`config.mk`:
```
export PLATFORM = sky130hd
export DESIGN_NAME = control_unit_md_flat
export DESIGN_NICKNAME = d
export VERILOG_FILES = /design/src/rtl/control_unit_md_if.sv /design/src/rtl/control_unit_md.sv /design/src/flat_wrapper.sv
export SDC_FILE = /design/constraint.sdc
export NUM_CORES = 1
export LEC_CHECK = 0
export CORE_MARGIN = 5
export CORE_UTILIZATION = 28
export CTS_CLUSTER_DIAMETER = 150
export DETAILED_ROUTE_END_ITERATION = 8
export REMOVE_ABC_BUFFERS = 1
export SLEW_MARGIN = 20
export SYNTH_ARGS = -nofsm -noshare
export SYNTH_HDL_FRONTEND = slang
export SYNTH_SLANG_ARGS = --single-unit
```
`constraint.sdc`:
```
create_clock -name CLK -period 2 [get_ports CLK]
set_input_delay 0.4 -clock CLK [delete_from_list [all_inputs] [get_ports CLK]]
set_output_delay 0.4 -clock CLK [all_outputs]
set_load 0.005 [all_outputs]
```
`src/rtl/control_unit_md_if.sv`:
```
// ID-stage control bundle between the IF/ID register, EX and the multiply/divide unit.
// master drives instruction fields and hazard inputs; slave is the control unit.
interface control_unit_md_if #(
  parameter int unsigned ALU_CTRL_W = 4
);
  logic [6:0]            Opcode;
  logic [2:0]            Funct3;
  logic [6:0]            Funct7;
  logic                  NOP_Ins;
  logic                  CTRL_FLUSH;
  logic                  Hold;

  logic                  EN_PC;
  logic                  MD_Start;
  logic [2:0]            MD_Op;
  logic                  MD_Abort;
  logic                  MD_Busy;

  logic                  MEM_Wr_En;
  logic                  Reg_Wr_En;
  logic                  ALU_Src1_Sel;
  logic                  ALU_Src2_Sel;
  logic                  Sub;
  logic                  Branch;
  logic                  Jump;
  logic                  MD_Sel;
  logic                  undef_instr;
  logic [1:0]            Src_to_Reg;
  logic [ALU_CTRL_W-1:0] ALU_Ctrl;

  modport master (
    output Opcode, Funct3, Funct7, NOP_Ins, CTRL_FLUSH, Hold,
    input  EN_PC, MD_Start, MD_Op, MD_Abort, MD_Busy,
    input  MEM_Wr_En, Reg_Wr_En, ALU_Src1_Sel, ALU_Src2_Sel, Sub, Branch, Jump,
    input  MD_Sel, undef_instr, Src_to_Reg, ALU_Ctrl
  );

  modport slave (
    input  Opcode, Funct3, Funct7, NOP_Ins, CTRL_FLUSH, Hold,
    output EN_PC, MD_Start, MD_Op, MD_Abort, MD_Busy,
    output MEM_Wr_En, Reg_Wr_En, ALU_Src1_Sel, ALU_Src2_Sel, Sub, Branch, Jump,
    output MD_Sel, undef_instr, Src_to_Reg, ALU_Ctrl
  );
endinterface

```
`src/rtl/control_unit_md.sv`:
```
// RV32IM ID-stage control unit: decodes into the ID/EX register and sequences
// multi-cycle multiply/divide operations by stalling fetch until the result is ready.
module control_unit_md #(
  parameter int unsigned ALU_CTRL_W = 4,
  parameter int unsigned MUL_LAT    = 2,
  parameter int unsigned DIV_LAT    = 33,
  parameter int unsigned EN_M       = 1
) (
  input logic              CLK,
  input logic              rst_n,
  control_unit_md_if.slave bus
);

  localparam int unsigned CNT_W = $clog2(DIV_LAT + 1);

  localparam logic [6:0] OPC_OP     = 7'b0110011;
  localparam logic [6:0] OPC_OP_IMM = 7'b0010011;
  localparam logic [6:0] OPC_LOAD   = 7'b0000011;
  localparam logic [6:0] OPC_STORE  = 7'b0100011;
  localparam logic [6:0] OPC_BRANCH = 7'b1100011;
  localparam logic [6:0] OPC_JAL    = 7'b1101111;
  localparam logic [6:0] OPC_JALR   = 7'b1100111;
  localparam logic [6:0] OPC_LUI    = 7'b0110111;
  localparam logic [6:0] OPC_AUIPC  = 7'b0010111;

  localparam logic [6:0] F7_BASE = 7'b0000000;
  localparam logic [6:0] F7_ALT  = 7'b0100000;
  localparam logic [6:0] F7_MD   = 7'b0000001;

  typedef struct packed {
    logic       mem_wr_en;
    logic       reg_wr_en;
    logic       src1_sel;
    logic       src2_sel;
    logic       sub;
    logic       branch;
    logic       jump;
    logic       md_sel;
    logic       undef;
    logic [1:0] src_to_reg;
    logic [3:0] alu_ctrl;
  } ctrl_t;

  typedef enum logic [1:0] {
    S_IDLE = 2'd0,
    S_BUSY = 2'd1,
    S_DONE = 2'd2
  } state_t;

  state_t            state_q, state_d;
  logic [CNT_W-1:0]  cnt_q, cnt_d;
  ctrl_t             ctrl_q, ctrl_d;
  ctrl_t             dec;
  logic              abort_q, abort_d;
  logic              busy_q;
  logic              is_md;
  logic              is_div;
  logic              kill;
  logic              en_pc;
  logic              md_start;

  // Pure instruction decode; MD ops produce no controls here, only is_md/is_div.
  always_comb begin
    dec    = '0;
    is_md  = 1'b0;
    is_div = 1'b0;
    case (bus.Opcode)
      OPC_OP: begin
        if ((bus.Funct7 == F7_MD) && (EN_M != 0)) begin
          is_md  = 1'b1;
          is_div = bus.Funct3[2];
        end else if ((bus.Funct7 == F7_BASE) ||
                     ((bus.Funct7 == F7_ALT) &&
                      ((bus.Funct3 == 3'b000) || (bus.Funct3 == 3'b101)))) begin
          dec.reg_wr_en = 1'b1;
          dec.alu_ctrl  = {bus.Funct7[5], bus.Funct3};
          dec.sub       = bus.Funct7[5] & (bus.Funct3 == 3'b000);
        end else begin
          dec.undef = 1'b1;
        end
      end
      OPC_OP_IMM: begin
        if (((bus.Funct3 == 3'b001) && (bus.Funct7 != F7_BASE)) ||
            ((bus.Funct3 == 3'b101) && (bus.Funct7 != F7_BASE) && (bus.Funct7 != F7_ALT))) begin
          dec.undef = 1'b1;
        end else begin
          dec.reg_wr_en = 1'b1;
          dec.src2_sel  = 1'b1;
          dec.alu_ctrl  = {(bus.Funct3 == 3'b101) & bus.Funct7[5], bus.Funct3};
        end
      end
      OPC_LOAD: begin
        dec.reg_wr_en  = 1'b1;
        dec.src2_sel   = 1'b1;
        dec.src_to_reg = 2'b01;
      end
      OPC_STORE: begin
        dec.mem_wr_en = 1'b1;
        dec.src2_sel  = 1'b1;
      end
      OPC_BRANCH: begin
        dec.branch = 1'b1;
        dec.sub    = 1'b1;
      end
      OPC_JAL: begin
        dec.jump       = 1'b1;
        dec.reg_wr_en  = 1'b1;
        dec.src_to_reg = 2'b10;
        dec.src1_sel   = 1'b1;
        dec.src2_sel   = 1'b1;
      end
      OPC_JALR: begin
        dec.jump       = 1'b1;
        dec.reg_wr_en  = 1'b1;
        dec.src_to_reg = 2'b10;
        dec.src2_sel   = 1'b1;
      end
      OPC_LUI: begin
        dec.reg_wr_en  = 1'b1;
        dec.src_to_reg = 2'b11;
      end
      OPC_AUIPC: begin
        dec.reg_wr_en = 1'b1;
        dec.src1_sel  = 1'b1;
        dec.src2_sel  = 1'b1;
      end
      default: dec.undef = 1'b1;
    endcase
  end

  assign kill = bus.NOP_Ins | bus.CTRL_FLUSH | bus.Hold;

  // MD sequencer next state plus ID/EX next value; bubble unless explicitly loaded.
  always_comb begin
    state_d  = state_q;
    cnt_d    = cnt_q;
    ctrl_d   = '0;
    abort_d  = 1'b0;
    en_pc    = ~bus.Hold;
    md_start = 1'b0;
    case (state_q)
      S_IDLE: begin
        if (is_md && !kill) begin
          md_start = 1'b1;
          en_pc    = 1'b0;
          cnt_d    = is_div ? CNT_W'(DIV_LAT - 1) : CNT_W'(MUL_LAT - 1);
          state_d  = S_BUSY;
        end else if (!kill) begin
          ctrl_d = dec;
        end
      end
      S_BUSY: begin
        if (bus.CTRL_FLUSH) begin
          en_pc   = 1'b1;
          abort_d = 1'b1;
          cnt_d   = '0;
          state_d = S_IDLE;
        end else begin
          en_pc = 1'b0;
          if (cnt_q == CNT_W'(1)) begin
            cnt_d   = '0;
            state_d = S_DONE;
          end else begin
            cnt_d = cnt_q - CNT_W'(1);
          end
        end
      end
      S_DONE: begin
        if (bus.CTRL_FLUSH) begin
          en_pc   = 1'b1;
          abort_d = 1'b1;
          state_d = S_IDLE;
        end else if (!bus.Hold) begin
          ctrl_d.reg_wr_en = 1'b1;
          ctrl_d.md_sel    = 1'b1;
          state_d          = S_IDLE;
        end
      end
      default: state_d = S_IDLE;
    endcase
  end

  always_ff @(posedge CLK or negedge rst_n) begin
    if (!rst_n) begin
      state_q <= S_IDLE;
      cnt_q   <= '0;
      ctrl_q  <= '0;
      abort_q <= 1'b0;
      busy_q  <= 1'b0;
    end else begin
      state_q <= state_d;
      cnt_q   <= cnt_d;
      ctrl_q  <= ctrl_d;
      abort_q <= abort_d;
      busy_q  <= (state_d != S_IDLE);
    end
  end

  // Combinational handshakes are forced to their idle values while reset is held.
  assign bus.EN_PC    = en_pc | ~rst_n;
  assign bus.MD_Start = md_start & rst_n;
  assign bus.MD_Op    = (md_start & rst_n) ? bus.Funct3 : 3'b000;
  assign bus.MD_Abort = abort_q;
  assign bus.MD_Busy  = busy_q;

  assign bus.MEM_Wr_En    = ctrl_q.mem_wr_en;
  assign bus.Reg_Wr_En    = ctrl_q.reg_wr_en;
  assign bus.ALU_Src1_Sel = ctrl_q.src1_sel;
  assign bus.ALU_Src2_Sel = ctrl_q.src2_sel;
  assign bus.Sub          = ctrl_q.sub;
  assign bus.Branch       = ctrl_q.branch;
  assign bus.Jump         = ctrl_q.jump;
  assign bus.MD_Sel       = ctrl_q.md_sel;
  assign bus.undef_instr  = ctrl_q.undef;
  assign bus.Src_to_Reg   = ctrl_q.src_to_reg;
  assign bus.ALU_Ctrl     = ALU_CTRL_W'(ctrl_q.alu_ctrl);

endmodule

```
`src/flat_wrapper.sv`:
```
// flat-port wrapper written by rule: the top's interface ports become plain ports
module control_unit_md_flat 
#(
  parameter int unsigned ALU_CTRL_W = 4,
  parameter int unsigned MUL_LAT    = 2,
  parameter int unsigned DIV_LAT    = 33,
  parameter int unsigned EN_M       = 1
)
  (CLK, rst_n, bus_Opcode, bus_Funct3, bus_Funct7, bus_NOP_Ins, bus_CTRL_FLUSH, bus_Hold, bus_EN_PC, bus_MD_Start, bus_MD_Op, bus_MD_Abort, bus_MD_Busy, bus_MEM_Wr_En, bus_Reg_Wr_En, bus_ALU_Src1_Sel, bus_ALU_Src2_Sel, bus_Sub, bus_Branch, bus_Jump, bus_MD_Sel, bus_undef_instr, bus_Src_to_Reg, bus_ALU_Ctrl);
  control_unit_md_if #(.ALU_CTRL_W(ALU_CTRL_W)) bus_i ();
  input logic CLK;
  input logic rst_n;
  input wire logic [$bits(bus_i.Opcode)-1:0] bus_Opcode;
  input wire logic [$bits(bus_i.Funct3)-1:0] bus_Funct3;
  input wire logic [$bits(bus_i.Funct7)-1:0] bus_Funct7;
  input wire logic [$bits(bus_i.NOP_Ins)-1:0] bus_NOP_Ins;
  input wire logic [$bits(bus_i.CTRL_FLUSH)-1:0] bus_CTRL_FLUSH;
  input wire logic [$bits(bus_i.Hold)-1:0] bus_Hold;
  output wire logic [$bits(bus_i.EN_PC)-1:0] bus_EN_PC;
  output wire logic [$bits(bus_i.MD_Start)-1:0] bus_MD_Start;
  output wire logic [$bits(bus_i.MD_Op)-1:0] bus_MD_Op;
  output wire logic [$bits(bus_i.MD_Abort)-1:0] bus_MD_Abort;
  output wire logic [$bits(bus_i.MD_Busy)-1:0] bus_MD_Busy;
  output wire logic [$bits(bus_i.MEM_Wr_En)-1:0] bus_MEM_Wr_En;
  output wire logic [$bits(bus_i.Reg_Wr_En)-1:0] bus_Reg_Wr_En;
  output wire logic [$bits(bus_i.ALU_Src1_Sel)-1:0] bus_ALU_Src1_Sel;
  output wire logic [$bits(bus_i.ALU_Src2_Sel)-1:0] bus_ALU_Src2_Sel;
  output wire logic [$bits(bus_i.Sub)-1:0] bus_Sub;
  output wire logic [$bits(bus_i.Branch)-1:0] bus_Branch;
  output wire logic [$bits(bus_i.Jump)-1:0] bus_Jump;
  output wire logic [$bits(bus_i.MD_Sel)-1:0] bus_MD_Sel;
  output wire logic [$bits(bus_i.undef_instr)-1:0] bus_undef_instr;
  output wire logic [$bits(bus_i.Src_to_Reg)-1:0] bus_Src_to_Reg;
  output wire logic [$bits(bus_i.ALU_Ctrl)-1:0] bus_ALU_Ctrl;
  assign bus_i.Opcode = bus_Opcode;
  assign bus_i.Funct3 = bus_Funct3;
  assign bus_i.Funct7 = bus_Funct7;
  assign bus_i.NOP_Ins = bus_NOP_Ins;
  assign bus_i.CTRL_FLUSH = bus_CTRL_FLUSH;
  assign bus_i.Hold = bus_Hold;
  assign bus_EN_PC = bus_i.EN_PC;
  assign bus_MD_Start = bus_i.MD_Start;
  assign bus_MD_Op = bus_i.MD_Op;
  assign bus_MD_Abort = bus_i.MD_Abort;
  assign bus_MD_Busy = bus_i.MD_Busy;
  assign bus_MEM_Wr_En = bus_i.MEM_Wr_En;
  assign bus_Reg_Wr_En = bus_i.Reg_Wr_En;
  assign bus_ALU_Src1_Sel = bus_i.ALU_Src1_Sel;
  assign bus_ALU_Src2_Sel = bus_i.ALU_Src2_Sel;
  assign bus_Sub = bus_i.Sub;
  assign bus_Branch = bus_i.Branch;
  assign bus_Jump = bus_i.Jump;
  assign bus_MD_Sel = bus_i.MD_Sel;
  assign bus_undef_instr = bus_i.undef_instr;
  assign bus_Src_to_Reg = bus_i.Src_to_Reg;
  assign bus_ALU_Ctrl = bus_i.ALU_Ctrl;
  control_unit_md #(.ALU_CTRL_W(ALU_CTRL_W), .MUL_LAT(MUL_LAT), .DIV_LAT(DIV_LAT), .EN_M(EN_M)) u_core (.CLK(CLK), .rst_n(rst_n), .bus(bus_i));
endmodule
```
* Yosys cells after proc, flatten, opt, wreduce, memory -nomap -nowiden
Cells that the tools add are included.
Storage, ports and cells: register bits after elaboration 25, bits of input ports 22, word-level logic and storage cells 117
Cells by class: add/sub/neg operators 1, equal/unequal tests 18, multiplexer cells 53, bitwise logic cells 8, reductions and logical operators 22
Operator list (count):
- 2-to-1 mux 15 bit | 2
- equality test 7 x 6 -> 1 bit (second input constant) | 4
- 2-to-1 mux 1 bit | 25
- 2-to-1 mux 6 bit | 4
- equality test 7 bit (second input constant) | 3
- equality test 7 x 5 -> 1 bit (second input constant) | 2
- 2-to-1 mux 4 bit | 3
- one-hot mux 2 bit (3 select lines) | 2
- one-hot mux 6 bit (2 select lines) | 1
- 2-to-1 mux 2 bit | 5
- OR reduction 5 bit | 2
- one-hot mux 1 bit (3 select lines) | 3
- one-hot mux 1 bit (2 select lines) | 4
- one-hot mux 4 bit (2 select lines) | 1
- equality test 7 x 1 -> 1 bit (second input constant) | 1
- equality test 7 x 2 -> 1 bit (second input constant) | 1
- zero test 7 bit | 1
- 2-to-1 mux 7 bit | 1
- inequality test 7 x 6 -> 1 bit (second input constant) | 1
- nonzero test 7 bit | 1
- OR reduction 7 bit | 1
- equality test 6 x 1 -> 1 bit (second input constant) | 1
- OR reduction 2 bit | 3
- subtractor 6 x 1 -> 6 bit (second input constant) | 1
- other kinds (17) | 29

* Depth between registers and ports, before layout
Gate-level depths: netlist of run 1.
depth after elaboration 10, mapped depth 7, gate-level depth less buffers 7

* Worst setup path before layout of run 1
Ideal clock, no wire load.
path kind input-to-output, from input bus_Opcode[2], to output bus_EN_PC, data arrival time 1471 ps, required time 1600 ps, slack 129 ps, stages on the path 6, path buffers 1, path through buf_6 -> nor4b_4 -> nand4_2 -> o21a_1 -> nor3b_1 -> o21ai_1
On the way: cells in the longest elaborated chain, start to end 6
RTL lines:
- from (decl) | line flat_wrapper.sv:13 | input wire logic [$bits(bus_i.Opcode)-1:0] bus_Opcode;
- equality test 7 x 6 -> 1 bit | line control_unit_md.sv:67 | case (bus.Opcode)
- 2-to-1 mux 1 bit | line control_unit_md.sv:67
- logical AND 1 bit | line control_unit_md.sv:143 | if (is_md && !kill) begin
- 2-to-1 mux 1 bit | line control_unit_md.sv:143
- one-hot mux 1 bit (3 select lines) | line control_unit_md.sv:141 | case (state_q)
- bitwise OR 1 bit | line control_unit_md.sv:200 | assign bus.EN_PC = en_pc | ~rst_n;
- to (decl) | line flat_wrapper.sv:19 | output wire logic [$bits(bus_i.EN_PC)-1:0] bus_EN_PC;
No other way between the ends.

* Worst setup path after layout of run 1
from input bus_Opcode[3], to output bus_EN_PC
Same word-level chain as after synthesis.

==> metrics.txt, run 1 <==
Initial DRC Count=35; CTS H-tree lvls=1; fin cells=about 330; Hold Path Cell Cnt=2; Core Region=about 0.0054 mm2; pwr dens=approximately 400 mW/mm2; die area=0.007074 mm2; Skew-Pair Late Insertion Delay=0.27 ns; post-synthesis sequential area ratio=0.4068; hold_ws=approximately 0.50 ns; Final Hold Fails=0; placed cell area=about 0.0023 mm2; TritonCTS clock tree=yes; setup_tns=-0.1024 ns; Post-DRT Antenna Nets=0; drt wl/cell=around 12 um; Critical Path RT=between 1.5 and 2 ns; Hold Path Class=flop to flop; # port buffers=43; Routed Wire Length=4.171 mm; final core area utilization=0.4602; Lkg Pwr=about 1.2 nW; Compound-Gate Fraction of Synth Area=0.1758; post-synth cell types=between 40 and 50; RSZ-0062 raised after global routing=yes; clk buf depth=2; GRT Total Usage=0.1221; xor and xnor area share after synthesis=0.005696; Post-Synth Adder-Cell Area=0.04882; Worst R2R End=u_core.cnt_q[5]$_DFFE_PN0P_; mux contribution to synthesized area=0.01383; CTS Hold Buffers Added=0; Ys Warns=0; IO Pins=44; Rel. slew slack=0.7345; Avg Cell Area, Syn=9.099 um2; final worst slack=-0.03966 ns; Max Transition Viols Final=0; fill count=about 550; Hold Crit Start=u_core.cnt_q[4]$_DFFE_PN0P_; Worst R2R Start=u_core.state_q[0]$_DFF_PN0_; status=complete, but fails checks; first-pass GRT wire length=about 7.1 mm; initial antenna violation count=0; post-placement cell count=between 300 and 400; RePlAce Congestion=0.8461; vias in the first global route=1551; number of clock buffers inserted by TritonCTS=3; sequential cell area=between 600 and 700 um2; CTS Root Cell=clkbuf_8; VDD IR max=between 200 and 250 uV; final setup vio count=3; Post-synth EDFFs=0; vias=roughly 1600; die height=~84 um; clock sinks=25; largest family of logic cells by synthesized area=simple AND/OR/NAND/NOR gates; share of post-route cells with drive strength above 1=0.3359; worst-case reg-to-reg path depth=6; worst slew pin tran=around 0.40 ns; crit end category=output port; Cell Rows=27; worst setup path startpoint=bus_Opcode[3]; FMAX=490.3 MHz; Place WS=-0.7913 ns; Yosys reg bits=25; worst reg2reg setup slack=0.18 ns; total power=between 0.9 and 1 mW; Netlist Area Pre-Place=0.001538 mm2; Clock transition at path regs=about 0.090 ns; crit path kind=input port to output port; Syn Inst Count=roughly 170; Syn-to-layout area delta=61.76%; Setup crit start kind=input port; Post-Layout Inst Area=between 0.002 and 0.0025 mm2; WP data arrival=~1.6 ns; GR Overflow Total=0; width of the die=roughly 84 um; failing checks=setup timing; hold worst-path end=u_core.cnt_q[4]$_DFFE_PN0P_; Max Cap Violations=0; largest net degree at the start of global routing=26; Tmin final=just over 2 ns; simple-gate share of the synthesized area=0.3084; drt first pass iters=4; clk_skew=roughly 0.008 ns; multi-input logic area=about 940 um2; DP Wirelength=~3.3 mm; diode count=0; residual DRC count=0; crit path max fanout=3; final worst-path cycle share=1.020; ys async rst share=1.000; Initial Util=0.2845; Vias/cell=approximately 4.7; Final Net Count=around 290; Synth Flop Type=dfrtp_1
[worst max-delay path, cell delays in order]
cell	delay (ns)
buf_6	0.10
nor4b_4	0.36
nand4_4	0.18
o21a_1	0.25
nor3b_2	0.15
o21ai_1	0.07
buf_2	0.14
[layout make-up]
class	count	area share
clock inverter	1	0.002012
inverter	11	0.01660
clock buffer	3	0.01660
multi-input combinational	130	0.3798
tap	72	0.03622
sequential	25	0.2515
timing repair buffer	92	0.2973
[synth_stat cells (2+ instances only)]
| library cell | n | share of area |
|---|---|---|
| ha_1 | 6 | 0.049 |
| o21ai_1 | 8 | 0.026 |
| buf_2 | 2 | 0.0065 |
| or4_1 | 2 | 0.0098 |
| or3_1 | 3 | 0.012 |
| dfrtp_1 | 25 | 0.41 |
| o21a_1 | 2 | 0.0098 |
| a41oi_1 | 2 | 0.011 |
| nand2_1 | 10 | 0.024 |
| and3_1 | 7 | 0.028 |
| and2_1 | 5 | 0.020 |
| inv_1 | 11 | 0.027 |
| nor2_1 | 14 | 0.034 |
| nor3_1 | 12 | 0.039 |
| o31ai_1 | 4 | 0.020 |
| nor2b_1 | 4 | 0.016 |
| nor4b_1 | 2 | 0.011 |
| o21ai_0 | 7 | 0.023 |
| a21oi_1 | 9 | 0.029 |
| or2_1 | 2 | 0.0081 |
| nor3b_1 | 4 | 0.020 |
| nand2b_1 | 6 | 0.024 |
[state kept, by name, indices dropped and copies added, names as in the netlist]
| signal | count |
|---|---|
| u_core.bus.undef_instr | 1 |
| u_core.bus.Src_to_Reg | 2 |
| u_core.bus.Sub | 1 |
| u_core.bus.MD_Sel | 1 |
| u_core.bus.MD_Busy | 1 |
| u_core.bus.MEM_Wr_En | 1 |
| u_core.bus.MD_Abort | 1 |
| u_core.bus.Reg_Wr_En | 1 |
| u_core.bus.ALU_Ctrl | 4 |
| u_core.bus.ALU_Src2_Sel | 1 |
| u_core.cnt_q | 6 |
| u_core.state_q | 2 |
| u_core.bus.ALU_Src1_Sel | 1 |
| u_core.bus.Branch | 1 |
| u_core.bus.Jump | 1 |
[cells by family (layout without fill, tap and decap cells)]
kind of cell	count (synthesis)	count (layout)
compound gates	42	42
xor+xnor	1	1
fa+ha+maj	6	6
buf+inv	14	107
flops	25	25
mux	2	2
simple gates	79	79
[routing by layer]
| layer | GRT usage | part of all wire |
|---|---|---|
| met3 | 0.01579 | 0.033 |
| met4 | 0.04094 | 0.014 |
| met2 | 0.2288 | 0.54 |
| met5 | 0 | 0 |
| met1 | 0.1414 | 0.42 |
[how the worst max path moves through the flow]
stage / to / slack (ns) / cells past startpoint
5_1_grt: bus_EN_PC / -0.11 / 7
4_1_cts: bus_EN_PC / -0.04 / 7
2_1_floorplan: bus_EN_PC / 0.19 / 5
6_report: bus_EN_PC / -0.04 / 7
3_3_place_gp: bus_EN_PC / -0.74 / 7
3_5_place_dp: bus_MD_Op[0] / -0.79 / 6
[layout by cell type (no fill, tap or decap), drive strengths merged, types with 7 or more instances in the layout]
cell           netlist  routed
inv                 11      11
dfrtp               25      25
clkdlybuf4s50        0      21
a21oi                9       9
nand2               11      11
buf                  3      60
nor2                14      14
nor3                13      13
and3                 7       7
o21ai               15      15
[repair_timing]
item | 4_1_cts | 5_1_grt
buffers inserted | 8 | 1
endpoints found under the setup margin | 8 | 6
resized for setup | 78 | 7
pin swaps | 11 | 10
[where the power goes]
group          total (mW)  internal [mW]  switching, mW
clock network       0.301          0.139          0.161
logic               0.171         0.0891         0.0822
registers           0.507          0.506       0.000613
total               0.979          0.735          0.244
Note: power is estimated with default switching activity, not from simulation.
==> inputs of run 2 (changes only) <==
CTS_CLUSTER_DIAMETER = default   (was 150)
==> results of run 2 <==
The final DEF is identical to that of run 1; final timing and power are the same.
